<file path="config.mk">
export PLATFORM = sky130hd
export DESIGN_NAME = cache_wb_engine_flat
export DESIGN_NICKNAME = d
export VERILOG_FILES = /design/src/rtl/cache_wb_engine_pkg.sv /design/src/rtl/cache_wb_engine_if.sv /design/src/rtl/cache_wb_engine_line_buf.sv /design/src/rtl/cache_wb_engine.sv /design/src/flat_wrapper.sv
export SDC_FILE = /design/constraint.sdc
export NUM_CORES = 1
export LEC_CHECK = 0
export CORE_MARGIN = 3
export CORE_UTILIZATION = 30
export CTS_BUF_LIST = sky130_fd_sc_hd__clkbuf_16
export DETAILED_ROUTE_END_ITERATION = 10
export GPL_TIMING_DRIVEN = 0
export PLACE_DENSITY = 0.56
export SLEW_MARGIN = 25
export SYNTH_ARGS = -nofsm -noshare
export SYNTH_HDL_FRONTEND = slang
export SYNTH_HIERARCHICAL = 1
export SYNTH_SLANG_ARGS = --single-unit
</file>
<file path="constraint.sdc">
create_clock -name clk -period 2.1 [get_ports clk]
set_input_delay 0.42 -clock clk [delete_from_list [all_inputs] [get_ports clk]]
set_output_delay 0.42 -clock clk [all_outputs]
set_load 0.05 [all_outputs]
</file>
<file path="src/rtl/cache_wb_engine_pkg.sv">
// Shared constants for the cache writeback path: line/word geometry,
// address split, FSM state encodings and the line-address helper.
package cache_wb_engine_pkg;

  localparam int LINE_WIDTH  = 256;
  localparam int WORD_WIDTH  = 32;
  localparam int INDEX_WIDTH = 3;
  localparam int TAG_WIDTH   = 24;
  localparam int BEATS       = LINE_WIDTH / WORD_WIDTH;
  localparam int BEAT_W      = $clog2(BEATS);
  localparam int OFFSET_W    = $clog2(LINE_WIDTH / 8);
  localparam int STRB_W      = WORD_WIDTH / 8;

  // Encodings are shared with the data array and refill engine; keep as plain constants.
  localparam logic [2:0] ST_IDLE = 3'd0;
  localparam logic [2:0] ST_READ = 3'd1;
  localparam logic [2:0] ST_AW   = 3'd2;
  localparam logic [2:0] ST_W    = 3'd3;
  localparam logic [2:0] ST_DONE = 3'd4;

  // Line-aligned byte address of a (tag, index) pair.
  function automatic logic [31:0] line_addr(input logic [TAG_WIDTH-1:0]   tag,
                                            input logic [INDEX_WIDTH-1:0] idx);
    return {tag, idx, {OFFSET_W{1'b0}}};
  endfunction

endpackage

</file>
<file path="src/rtl/cache_wb_engine_if.sv">
// Writeback engine bus bundle: victim request from the cache FSM, the
// data-array combinational read port, and the memory write burst channel.
//   master : engine side (drives ready/raddr/mem_wr_*/wb_done)
//   slave  : environment side (cache FSM, data array, memory)
interface cache_wb_engine_if;
  import cache_wb_engine_pkg::*;

  logic                   wb_req_valid;
  logic                   wb_req_ready;
  logic [INDEX_WIDTH-1:0] wb_index;
  logic [TAG_WIDTH-1:0]   wb_tag;

  logic [INDEX_WIDTH-1:0] arr_raddr;
  logic [LINE_WIDTH-1:0]  arr_rdata;

  logic                   mem_wr_req_valid;
  logic                   mem_wr_req_ready;
  logic [31:0]            mem_wr_addr;
  logic [7:0]             mem_wr_len;
  logic                   mem_wr_data_valid;
  logic                   mem_wr_data_ready;
  logic [WORD_WIDTH-1:0]  mem_wr_data;
  logic [STRB_W-1:0]      mem_wr_strb;
  logic                   mem_wr_last;

  logic                   wb_done;

  modport master (
    input  wb_req_valid, wb_index, wb_tag, arr_rdata, mem_wr_req_ready, mem_wr_data_ready,
    output wb_req_ready, arr_raddr, mem_wr_req_valid, mem_wr_addr, mem_wr_len,
           mem_wr_data_valid, mem_wr_data, mem_wr_strb, mem_wr_last, wb_done
  );

  modport slave (
    output wb_req_valid, wb_index, wb_tag, arr_rdata, mem_wr_req_ready, mem_wr_data_ready,
    input  wb_req_ready, arr_raddr, mem_wr_req_valid, mem_wr_addr, mem_wr_len,
           mem_wr_data_valid, mem_wr_data, mem_wr_strb, mem_wr_last, wb_done
  );

endinterface

</file>
<file path="src/rtl/cache_wb_engine_line_buf.sv">
// wb_line_buf: holds one cache line; loads the full line in parallel and
// shifts it out one word at a time, lowest word first.
//   clk, rst : clock, synchronous active-high reset
//   load     : capture din (takes priority over shift)
//   shift    : drop the low word, move the rest down
//   din      : full line in
//   dout     : current low word
module wb_line_buf
  import cache_wb_engine_pkg::*;
(
  input  logic                  clk,
  input  logic                  rst,
  input  logic                  load,
  input  logic                  shift,
  input  logic [LINE_WIDTH-1:0] din,
  output logic [WORD_WIDTH-1:0] dout
);

  logic [LINE_WIDTH-1:0] q;

  always_ff @(posedge clk) begin
    if (rst)        q <= '0;
    else if (load)  q <= din;
    else if (shift) q <= q >> WORD_WIDTH;
  end

  assign dout = q[WORD_WIDTH-1:0];

endmodule

</file>
<file path="src/rtl/cache_wb_engine.sv">
// cache_wb_engine: dirty-line writeback. Accepts a victim (index, tag),
// snapshots the line from the data array in one READ cycle, issues one
// address request, then streams BEATS words and pulses wb_done.
//   clk, rst : clock, synchronous active-high reset (abandons any burst)
//   bus      : cache_wb_engine_if.master (request, array read port, memory write)
module cache_wb_engine
  import cache_wb_engine_pkg::*;
(
  input  logic               clk,
  input  logic               rst,
  cache_wb_engine_if.master  bus
);

  logic [2:0]             state;
  logic [INDEX_WIDTH-1:0] index_reg;
  logic [TAG_WIDTH-1:0]   tag_reg;
  logic [BEAT_W-1:0]      beat;

  logic req_fire, aw_fire, w_fire, last_beat;

  assign req_fire  = (state == ST_IDLE) && bus.wb_req_valid;
  assign aw_fire   = (state == ST_AW)   && bus.mem_wr_req_ready;
  assign w_fire    = (state == ST_W)    && bus.mem_wr_data_ready;
  assign last_beat = (beat == BEAT_W'(BEATS - 1));

  always_ff @(posedge clk) begin
    if (rst) begin
      state     <= ST_IDLE;
      index_reg <= '0;
      tag_reg   <= '0;
      beat      <= '0;
    end else begin
      case (state)
        ST_IDLE: if (req_fire) begin
          index_reg <= bus.wb_index;
          tag_reg   <= bus.wb_tag;
          state     <= ST_READ;
        end
        ST_READ: state <= ST_AW;
        ST_AW: if (aw_fire) begin
          beat  <= '0;
          state <= ST_W;
        end
        ST_W: if (w_fire) begin
          // W exits on the last beat, so the counter never needs to wrap.
          if (last_beat) state <= ST_DONE;
          else           beat  <= beat + 1'b1;
        end
        ST_DONE: state <= ST_IDLE;
        default: state <= ST_IDLE;
      endcase
    end
  end

  // Snapshot is taken at the end of READ; later array writes cannot reach the burst.
  wb_line_buf u_buf (
    .clk   (clk),
    .rst   (rst),
    .load  (state == ST_READ),
    .shift (w_fire),
    .din   (bus.arr_rdata),
    .dout  (bus.mem_wr_data)
  );

  assign bus.wb_req_ready      = (state == ST_IDLE);
  assign bus.arr_raddr         = (state == ST_READ) ? index_reg : '0;
  assign bus.mem_wr_req_valid  = (state == ST_AW);
  assign bus.mem_wr_addr       = line_addr(tag_reg, index_reg);
  assign bus.mem_wr_len        = 8'(BEATS - 1);
  assign bus.mem_wr_data_valid = (state == ST_W);
  assign bus.mem_wr_strb       = '1;
  assign bus.mem_wr_last       = (state == ST_W) && last_beat;
  assign bus.wb_done           = (state == ST_DONE);

endmodule

</file>
<file path="src/flat_wrapper.sv">
// flat-port wrapper written by rule: the top's interface ports become plain ports
module cache_wb_engine_flat import cache_wb_engine_pkg::*;
  (clk, rst, bus_wb_req_valid, bus_wb_index, bus_wb_tag, bus_arr_rdata, bus_mem_wr_req_ready, bus_mem_wr_data_ready, bus_wb_req_ready, bus_arr_raddr, bus_mem_wr_req_valid, bus_mem_wr_addr, bus_mem_wr_len, bus_mem_wr_data_valid, bus_mem_wr_data, bus_mem_wr_strb, bus_mem_wr_last, bus_wb_done);
  cache_wb_engine_if bus_i ();
  input  logic clk;
  input  logic rst;
  input wire logic [$bits(bus_i.wb_req_valid)-1:0] bus_wb_req_valid;
  input wire logic [$bits(bus_i.wb_index)-1:0] bus_wb_index;
  input wire logic [$bits(bus_i.wb_tag)-1:0] bus_wb_tag;
  input wire logic [$bits(bus_i.arr_rdata)-1:0] bus_arr_rdata;
  input wire logic [$bits(bus_i.mem_wr_req_ready)-1:0] bus_mem_wr_req_ready;
  input wire logic [$bits(bus_i.mem_wr_data_ready)-1:0] bus_mem_wr_data_ready;
  output wire logic [$bits(bus_i.wb_req_ready)-1:0] bus_wb_req_ready;
  output wire logic [$bits(bus_i.arr_raddr)-1:0] bus_arr_raddr;
  output wire logic [$bits(bus_i.mem_wr_req_valid)-1:0] bus_mem_wr_req_valid;
  output wire logic [$bits(bus_i.mem_wr_addr)-1:0] bus_mem_wr_addr;
  output wire logic [$bits(bus_i.mem_wr_len)-1:0] bus_mem_wr_len;
  output wire logic [$bits(bus_i.mem_wr_data_valid)-1:0] bus_mem_wr_data_valid;
  output wire logic [$bits(bus_i.mem_wr_data)-1:0] bus_mem_wr_data;
  output wire logic [$bits(bus_i.mem_wr_strb)-1:0] bus_mem_wr_strb;
  output wire logic [$bits(bus_i.mem_wr_last)-1:0] bus_mem_wr_last;
  output wire logic [$bits(bus_i.wb_done)-1:0] bus_wb_done;
  assign bus_i.wb_req_valid = bus_wb_req_valid;
  assign bus_i.wb_index = bus_wb_index;
  assign bus_i.wb_tag = bus_wb_tag;
  assign bus_i.arr_rdata = bus_arr_rdata;
  assign bus_i.mem_wr_req_ready = bus_mem_wr_req_ready;
  assign bus_i.mem_wr_data_ready = bus_mem_wr_data_ready;
  assign bus_wb_req_ready = bus_i.wb_req_ready;
  assign bus_arr_raddr = bus_i.arr_raddr;
  assign bus_mem_wr_req_valid = bus_i.mem_wr_req_valid;
  assign bus_mem_wr_addr = bus_i.mem_wr_addr;
  assign bus_mem_wr_len = bus_i.mem_wr_len;
  assign bus_mem_wr_data_valid = bus_i.mem_wr_data_valid;
  assign bus_mem_wr_data = bus_i.mem_wr_data;
  assign bus_mem_wr_strb = bus_i.mem_wr_strb;
  assign bus_mem_wr_last = bus_i.mem_wr_last;
  assign bus_wb_done = bus_i.wb_done;
  cache_wb_engine u_core (.clk(clk), .rst(rst), .bus(bus_i));
endmodule
</file>
==> results.ini, run 1 <==
[setup_path]
critical_path_class = reg2out
required_ps = 1680
cp_slowest_cell = clkdlybuf4s50_1
worstRegToRegCells = 7
cp_max_fo = 2
path_buf_inv = 1
cp_cell_sequence = clkdlybuf4s50_1
rr_startpoint = u_core/state[2]
end_kind = output port
critPathArrivalTime_ps = 1640
start_kind = flip-flop
rrSetupSlack_ps = 150
path_depth = 1
path_delay_family = buffers and inverters
timing.rr.end = u_core/u_buf/q[68]
cpPeakStageDelay_ps = 810

[placed_design]
place_ws_ps = -861
portBuffers = 354
postPlaceCellArea_um2 = 17700
place_hpwl_mm = 36.9
gp_congestion = 0.790

[timing]
fmax_ghz = 0.486
min_period_over_period_pct = 98.0
rsz0062_at_grt = false
hold_viol = 0
slew_headroom_pct = 59.1
slew_violations = 0
fin_crit_ps = 2060
skew_ps = 11.2
setup_viol = 0
worstMarginPinSlew_ps = 612
setup_slack_ps = 41.2

[detailed_routing]
vias = 11000
ant_nets = 0
vias_per_cell = 4.65
drt_wl_total_mm = 45.9
drt_iter0_markers = 456
drcViolationCount = 0
drtPass1Iterations = 4
drt-wirelength-per-cell_um = 19.4

[global_route]
grt_pass1_vias = 11600
grt_pass1_wl_mm = 69.4
grt.total_usage_pct = 18.9
antenna_found_initial = 6
grt.overflow.total = 0
grt_max_degree = 13

[synth]
synth_area_leaders = dfxtp_1 43%, mux2i_1 17%, a211oi_1 13%, nor2b_1 11%, buf_4 3.5%
syn_area_um2 = 13400
synth_top_area_share_pct = 43.3
avgSynthCellArea_um2 = 9.88
synth_top_cell_by_area = dfxtp_1
synthCells = 1351
synth-seq-area-share_pct = 43.3
ys.warnings.count = 6
synth_seq_cells = 289
ys_types = 30

[pwr]
ir_drop_mv = 0.377
p_total_w = 0.0147
static-leakage-power_nw = 6.66
powerDensity_nw_per_um2 = 785

[final_layout]
fillCellCount = 4350
drive_gt1_share_pct = 10.6
fin_nets = 2048
largest_reg_flops = 256
area_growth_syn_to_layout_pct = 40.5
design_area_um2 = 18800

[hold_path]
min-delay-start = u_core/tag_reg[20]
hp-class = reg2reg
holdPathEnd = u_core/tag_reg[20]
hold_depth = 2

[cts]
holdBufCountCts = 0
cts_num_sinks = 289
clk_latency_ps = 520
cts_buffers = 36
htree_levels = 2
cts_buffer_depth = 3
clkTransAtPathRegs_ps = 50
clockRootBuffer = clkbuf_16
cts_tree = built

[floorplanning]
io_pins = 372
start_util_pct = 30.7
rows = 76
die_h_um = 217
die_area_um2 = 47100
die_w_um = 217
core_area_um2 = 43600

[run_status]
status = finished, final reports clean

[flow_run]
drv_cap = 0

logic make-up after synthesis:
kind of cell    after synthesis  synth area share (%)
mux                         225                  16.9
buf+inv                     175                  7.99
flops                       289                  43.3
fa+ha+maj                     2                 0.187
other cells                   2                0.0563
simple gates                368                  16.4
compound gates              290                  15.2
cell usage after synthesis:
cell type and n:
a211oi_1 224, a21oi_1 60, a41oi_1 1, and2_1 4, and3_1 3, buf_1 2
buf_2 16, buf_4 62, buf_6 21, clkbuf_1 72, conb_1 2, dfxtp_1 289
ha_1 2, inv_1 1, inv_2 1, mux2i_1 225, nand2_1 87, nand2b_1 5
nand3b_1 1, nand4b_1 1, nor2_1 3, nor2b_1 225, nor3_1 2, nor3b_1 3
nor4b_4 1, o21a_1 1, o21ai_0 1, o2bb2ai_1 3, or3b_1 32, or4b_1 1
metrics by stage:
step | utilization, % | hold WS, ps | TNS [ps] | cells
5_1_grt | 43.1 | 457 | 0 | 2364
2_1_floorplan | - | 447 | 0 | 1366
3_3_place_gp | 40.6 | 443 | -145610 | 2305
3_5_place_dp | 40.6 | 448 | -161050 | 2305
4_1_cts | 43.0 | 431 | 0 | 2363
6_report | 43.1 | 449 | 0 | 2365
cell type report:
type                       count  area (um^2)  area share, %
multi-input combinational    902         6580           35.1
sequential                   289         5790           30.9
timing repair buffer         356         3500           18.6
buffer                       171         1100           5.88
clock buffer                  37          926           4.93
tap                          585          732           3.90
clock inverter                19          113          0.600
antenna                        4         10.0         0.0533
inverter                       2         7.51         0.0400
cell usage in the layout (no fill, tap or decap), types with 2 or more instances in the layout:
cell               n
a21oi_1           60
nor2_1             3
nand2_1           87
buf_4             62
buf_6             30
clkbuf_1          44
buf_2             17
nor2b_1          223
clkbuf_16         37
o2bb2ai_1          3
dfxtp_1          287
clkinv_2           5
mux2i_1          225
dlygate4sd2_1     51
nor3_1             2
conb_1            17
and2_1             4
buf_1              3
inv_1              8
clkinv_1           4
clkbuf_2          25
clkdlybuf4s50_1  290
dlymetal6s2s_1     5
a211oi_1         223
and3_1             3
diode_2            4
or3b_1            32
nor2b_2            2
nand2b_1           5
where the power goes:
group / total, W / switching (W) / internal, W
registers: 0.00634 / 0.000352 / 0.00599
clock network: 0.00562 / 0.00234 / 0.00328
logic: 0.00277 / 0.00143 / 0.00135
worst max path at each step:
stage                        from             endpoint  slack [ps]
2_1_floorplan     u_core/state[0]     bus_wb_req_ready          20
3_3_place_gp      u_core/state[1]  u_core/u_buf/q[111]        -800
3_5_place_dp      u_core/state[1]  u_core/u_buf/q[111]        -860
4_1_cts        u_core/tag_reg[12]  bus_mem_wr_addr[20]        0.03
5_1_grt         u_core/tag_reg[9]  bus_mem_wr_addr[17]           1
6_report       u_core/tag_reg[14]  bus_mem_wr_addr[22]          40
repair_timing:
item / 4_1_cts / 5_1_grt
setup buffers: 2 / 0
gates resized for setup: 128 / 35
pin swaps: 1 / 1
setup endpoints to repair: 315 / 179
routing by layer:
metal | routed length (um) | track usage, % | part of all wire (%)
met5 | 20 | 0 | 0.044
met4 | 944 | 4.83 | 2.1
met3 | 1720 | 2.99 | 3.7
met2 | 22100 | 32.9 | 48
met1 | 21100 | 24.6 | 46
No activity file was read; power rests on OpenSTA's default activity.
==> inputs of run 2 (changes only) <==
Settings changed: CELL_PAD_IN_SITES_DETAIL_PLACEMENT set to 1, CELL_PAD_IN_SITES_GLOBAL_PLACEMENT set to 1, CTS_CLUSTER_DIAMETER set to 80, PLACE_DENSITY 0.56 to 0.7.
==> run 2 against run 1 <==
  * Cell count rose by 0.30%
  * Sequential power is essentially flat
  * Critical path depth is 2 higher
  * Die area stayed put
  * Highest routed layer unchanged
  * Routed wire length increased by 6.2%
  * Hold slack lost 1.0 ps
  * First-iteration DRC count decreased by 21%
  * Core utilization is 0.060 points higher
  * Design area is 0.14% higher
  * Setup slack better by 5.2 ps
  * Largest cell class unchanged
  * Count of clock-buffer cells in the layout is the same
  * Global-route usage up 1.2 points
==> results.ini, run 2 (synthesis gave the netlist of run 1 again) <==
[run_status]
status = finished, final reports clean  ; unchanged

[global_route]
grt.total_usage_pct = 20.1  ; was 18.9%
grt_util_met2_pct = 35.2  ; was 32.9%
grt_max_degree = 12  ; was 13
grt.overflow.total = 0  ; unchanged
antenna_found_initial = 11  ; was 6
grt_pass1_vias = 12300  ; was 11600
grt_util_met1_pct = 25.2  ; was 24.6%
top_usage_layer = met2  ; unchanged
grtUsageMet3_pct = 3.83  ; was 2.99%
grt_pass1_wl_mm = 74.3  ; was 69.4 mm

[timing]
rsz0062_at_grt = true  ; was false
skew_ps = 13.9  ; was 11.2 ps
hold_viol = 0  ; unchanged
setup_slack_ps = 46.4  ; was 41.2 ps
fmax_ghz = 0.487  ; was 0.486 GHz
setup_viol = 0  ; unchanged
slew_headroom_pct = 60.2  ; was 59.1%
min_period_over_period_pct = 97.8  ; was 98.0%
slew_violations = 0  ; unchanged
fin_crit_ps = 2050  ; was 2060 ps
worstMarginPinSlew_ps = 597  ; was 612 ps

[detailed_routing]
drt-wirelength-per-cell_um = 20.5  ; was 19.4 um
drtPass1Iterations = 4  ; unchanged
drt_iter0_markers = 359  ; was 456
vias_per_cell = 4.77  ; was 4.65
ant_nets = 0  ; unchanged
vias = 11300  ; was 11000
drcViolationCount = 0  ; unchanged
drt_wl_total_mm = 48.7  ; was 45.9 mm

[setup_path]
required_ps = 1680  ; about the same
start_kind = flip-flop  ; unchanged
cp_max_fo = 7  ; was 2
critPathArrivalTime_ps = 1630  ; was 1640 ps
end_kind = output port  ; unchanged
critical_path_class = reg2out  ; unchanged

[final_layout]
final_common_cell = clkdlybuf4s50_1  ; unchanged
fin_nets = 2049  ; was 2048
largest_reg_flops = 256  ; unchanged
drive_gt1_share_pct = 10.8  ; was 10.6%
fillCellCount = 4987  ; was 4350
design_area_um2 = 18800  ; about the same
area_growth_syn_to_layout_pct = 40.7  ; was 40.5%
seqCellArea_um2 = 5790  ; about the same
layout_common_cells = 287 x clkdlybuf4s50_1, 286 x dfxtp_1, 225 x mux2i_1, 224 x a211oi_1, 221 x nor2b_1  ; was 290 x clkdlybuf4s50_1, 287 x dfxtp_1, 225 x mux2i_1, 223 x nor2b_1, 223 x a211oi_1
multi_input_area_um2 = 6590  ; was 6580 um^2

[cts]
clkTransAtPathRegs_ps = 50  ; about the same
cts_tree = built  ; unchanged
htree_levels = 2  ; unchanged
cts_num_sinks = 289  ; unchanged
cts_buffers = 36  ; unchanged
cts_buffer_depth = 3  ; unchanged
clk_latency_ps = 520  ; about the same
clockRootBuffer = clkbuf_16  ; unchanged

[pwr]
p_total_w = 0.0148  ; was 0.0147 W
ir_drop_mv = 0.434  ; was 0.377 mV
powerDensity_nw_per_um2 = 789  ; was 785 nW/um^2
static-leakage-power_nw = 6.65  ; was 6.66 nW

[hold_path]
hp-class = reg2reg  ; unchanged

[floorplanning]
core_area_um2 = 43600  ; unchanged
io_pins = 372  ; unchanged
die_w_um = 217  ; unchanged
die_h_um = 217  ; unchanged
die_area_um2 = 47100  ; unchanged
start_util_pct = 30.7  ; unchanged
rows = 76  ; unchanged

[placed_design]
place_ws_ps = -687  ; was -861 ps
place_hpwl_mm = 39.3  ; was 36.9 mm
portBuffers = 354  ; unchanged
postPlaceCellArea_um2 = 17700  ; unchanged
gp_congestion = 0.789  ; was 0.790

[flow_run]
drv_cap = 0  ; unchanged

## run 2: changes by cell type in the layout (fill, tap and decap cells not counted), sizes merged, moves of 2 or more
cell and delta:
diode +2, inv +5, dlygate4sd2 +7, clkdlybuf4s50 -3, dlymetal6s2s -4
## run 2: final cells by class
cell class | instances | share of cell area [%]
tap | 585 | 3.90
inverter | 2 | 0.0400
timing repair buffer | 356 | 18.6
antenna | 6 | 0.0799
buffer | 172 | 5.92
clock inverter | 23 | 0.666
sequential | 289 | 30.8
clock buffer | 37 | 4.93
multi-input combinational | 902 | 35.1
## run 2: critical path: stages (launching register included)
cell and delay (ps):
dfxtp_2 420, nor3b_4 340, and2_4 210, buf_8 140
## run 2: metal layers
layer	vias up	wire [um]	part of all wire, %
met2	258	23600	49
met3	71	2310	4.7
met1	5406	21500	44
met4	10	1160	2.4
li1	5571	-	-
met5	-	66	0.14
## run 2: worst paths after layout
check | slack [ps] | cells after the start | endpoint | start
min reg2reg | 450 | 2 | u_core/tag_reg[15] | u_core/tag_reg[15]
max reg2reg | 100 | 6 | u_core/u_buf/q[192] | u_core/state[0]
min | 450 | 2 | u_core/tag_reg[15] | u_core/tag_reg[15]
max | 50 | 3 | bus_arr_raddr[2] | u_core/state[0]
## run 2: report_power, final
part	switching (W)	internal, W	leakage (nW)
clock	0.00237	0.00329	0.553
combinational	0.00146	0.00134	3.73
sequential	0.000362	0.00599	2.37
total	0.00419	0.0106	6.65
## run 2: through the flow
stage / utilization [%] / TNS [ps] / hold slack (ps) / cells
2_1_floorplan: - / 0 / 447 / 1366
3_3_place_gp: 40.6 / -132460 / 442 / 2305
3_5_place_dp: 40.6 / -140700 / 446 / 2305
4_1_cts: 43.0 / -4.23 / 423 / 2365
5_1_grt: 43.1 / -194 / 441 / 2372
6_report: 43.1 / 0 / 448 / 2372
## run 2: repair_timing
action	in CTS	in global routing
cloned	0	0
pin swaps	2	1
setup endpoints to repair	322	173
buffers inserted	0	2
resized for setup	143	34
hold buffers	0	0
==> inputs of run 3 (changes only) <==
Settings changed: ABC_AREA set to 0, CORE_UTILIZATION 30 to 37, PLACE_DENSITY 0.7 to 0.83.
==> run 3 against run 2 <==
  * Largest cell class unchanged
  * Clock skew is 1.7 ps higher
  * Clock power is 3.7% higher
  * First-iteration DRC count is 5.6% lower
==> results.ini, run 3 (synthesis gave the netlist of run 1 again) <==
[final_layout]
fin_nets = 2047  ; was 2049
utilization_pct = 53.4  ; was 43.1%
area_growth_syn_to_layout_pct = 40.2  ; was 40.7%
fillCellCount = 3923  ; was 4987
largest_reg_flops = 256  ; unchanged
layout_common_cells = 289 x clkdlybuf4s50_1, 287 x dfxtp_1, 224 x mux2i_1, 224 x nor2b_1, 223 x a211oi_1  ; was 287 x clkdlybuf4s50_1, 286 x dfxtp_1, 225 x mux2i_1, 224 x a211oi_1, 221 x nor2b_1
drive_gt1_share_pct = 10.8  ; about the same
final_common_cell = clkdlybuf4s50_1  ; unchanged

[flow_run]
drv_cap = 0  ; unchanged

[setup_path]
path_buf_inv = 1  ; unchanged
required_ps = 1680  ; about the same
cp_cell_sequence = clkdlybuf4s50_1  ; was nor3b_4 > and2_4 > buf_8
startpoint = u_core/tag_reg[23]  ; was u_core/state[0]
end_kind = output port  ; unchanged
cp_max_fo = 2  ; was 7
cp_slowest_cell = clkdlybuf4s50_1  ; was dfxtp_2
rr_startpoint = u_core/state[2]  ; was u_core/state[0]
critical_path_class = reg2out  ; unchanged
path_depth = 1  ; was 3
start_kind = flip-flop  ; unchanged
critPathArrivalTime_ps = 1640  ; was 1630 ps
path_delay_family = buffers and inverters  ; was simple AND/OR/NAND/NOR gates
worstRegToRegCells = 8  ; was 6
cpPeakStageDelay_ps = 820  ; was 420 ps

[pwr]
seqPwrFrac_pct = 42.2  ; was 42.9%
power_frac_clock_pct = 39.0  ; was 38.2%
static-leakage-power_nw = 6.81  ; was 6.65 nW
switching_power_w = 0.00417  ; was 0.00419 W
ir_drop_mv = 0.487  ; was 0.434 mV
intPower_w = 0.0109  ; was 0.0106 W
swShare_pct = 27.7  ; was 28.3%
power_frac_comb_pct = 18.8  ; was 19.0%
powerDensity_nw_per_um2 = 804  ; was 789 nW/um^2

[floorplanning]
core_area_um2 = 35100  ; was 43600 um^2
die_h_um = 196  ; was 217 um
die_area_um2 = 38400  ; was 47100 um^2
start_util_pct = 38.1  ; was 30.7%
die_w_um = 196  ; was 217 um
rows = 68  ; was 76
io_pins = 372  ; unchanged

[placed_design]
gp_congestion = 0.822  ; was 0.789
portBuffers = 354  ; unchanged
place_hpwl_mm = 37.6  ; was 39.3 mm

[global_route]
grt_pass1_vias = 12600  ; was 12300
grt_pass1_wl_mm = 72.3  ; was 74.3 mm
grt.total_usage_pct = 23.7  ; was 20.1%
antenna_found_initial = 3  ; was 11
grt_max_degree = 13  ; was 12
grt.overflow.total = 0  ; unchanged

[cts]
cts_buffer_depth = 3  ; unchanged
htree_levels = 2  ; unchanged
clk_latency_ps = 500  ; was 520 ps
clockRootBuffer = clkbuf_16  ; unchanged
cts_tree = built  ; unchanged
cts_buffers = 34  ; was 36
cts_num_sinks = 289  ; unchanged
clkTransAtPathRegs_ps = 60  ; was 50 ps
holdBufCountCts = 0  ; unchanged

[timing]
slew_violations = 0  ; unchanged
skew_ps = 15.6  ; was 13.9 ps
setup-tns-final_ps = 0  ; unchanged
setup_viol = 0  ; unchanged
min_period_over_period_pct = 98.3  ; was 97.8%
worstMarginPinSlew_ps = 664  ; was 597 ps
hold_viol = 0  ; unchanged
fmax_ghz = 0.485  ; was 0.487 GHz
slew_headroom_pct = 55.7  ; was 60.2%
fin_crit_ps = 2060  ; was 2050 ps

[hold_path]
min-delay-start = u_core/tag_reg[2]  ; was u_core/tag_reg[15]
hp-class = reg2reg  ; unchanged
hold_depth = 2  ; unchanged

[detailed_routing]
vias = 11400  ; was 11300
vias_per_cell = 5.08  ; was 4.77
drt_wl_total_mm = 47.4  ; was 48.7 mm
drt_iter0_markers = 339  ; was 359
drtPass1Iterations = 4  ; unchanged
drt-wirelength-per-cell_um = 21.2  ; was 20.5 um
drcViolationCount = 0  ; unchanged
ant_nets = 0  ; unchanged

[run_status]
status = finished, final reports clean  ; unchanged

==> run 3: cell count changes in the layout (fill, tap and decap cells not counted), sizes merged <==
| cell | before | now |
|---|---|---|
| dlygate4sd2 | 58 | 43 |
| dlymetal6s2s | 1 | 14 |
| buf | 113 | 109 |
| clkbuf | 106 | 110 |
| inv | 14 | 10 |
| diode | 6 | 3 |
| bufinv | 1 | 3 |
| clkdlybuf4s50 | 287 | 289 |
| clkinvlp | 0 | 2 |
| clkinv | 10 | 9 |
==> run 3: what timing repair did <==
| action | CTS | global route |
|---|---|---|
| pin swaps | 1 | 1 |
| gates resized for setup | 117 | 56 |
| endpoints found under the setup margin | 307 | 152 |
| buffers inserted | 2 | 0 |
==> run 3: cell type report <==
cell class / instances / area, um^2 / share of cell area [%]
buffer: 172 / 1110 / 5.95
multi-input combinational: 902 / 6600 / 35.2
inverter: 2 / 7.51 / 0.0401
tap: 455 / 569 / 3.04
sequential: 289 / 5790 / 30.9
timing repair buffer: 356 / 3530 / 18.9
clock inverter: 22 / 173 / 0.922
antenna: 3 / 7.51 / 0.0401
clock buffer: 37 / 926 / 4.95
==> run 3: path summary, 6_finish.rpt <==
path                               to  slack (ps)
setup / recovery  bus_mem_wr_addr[31]          40
hold / removal      u_core/tag_reg[2]         450
setup reg to reg   u_core/u_buf/q[78]         120
hold reg to reg     u_core/tag_reg[2]         450
==> run 3: worst min-delay path, delay by kind of cell (launching register included) <==
kind               cells  cell delay [ps]
and+or+nand+nor        1               50
AOI/OAI and AO/OA      1               50
DFF                    1              300
==> run 3: metrics by stage <==
stage          worst slack [ps]  std cells  power (W)  hold slack (ps)  instance area, um^2
3_5_place_dp               -756       2175    0.00932              450                17500
5_1_grt                   -30.7       2237     0.0157              461                18700
2_1_floorplan              24.1       1366    0.00801              447                13400
6_report                   36.1       2238     0.0150              450                18700
4_1_cts                   0.411       2236     0.0152              449                18600
3_3_place_gp               -701       2175    0.00920              441                17500
==> run 3: power groups by stage <==
stage / combinational (W) / sequential [W] / clock (W)
after floorplan: 0.00160 / 0.00641 / 0
after global placement: 0.00277 / 0.00643 / 0
after detailed placement: 0.00286 / 0.00646 / 0
after CTS: 0.00285 / 0.00635 / 0.00596
after global routing: 0.00305 / 0.00641 / 0.00620
final: 0.00283 / 0.00635 / 0.00586
==> run 3: routing by layer <==
| metal | GRT usage [%] | vias up | share of wire, % |
|---|---|---|---|
| met3 | 3.30 | 78 | 4.2 |
| met2 | 43.7 | 290 | 50 |
| met4 | 6.34 | 2 | 2.5 |
| li1 | - | 5554 | - |
| met5 | 0 | - | 0.015 |
| met1 | 28.9 | 5444 | 43 |
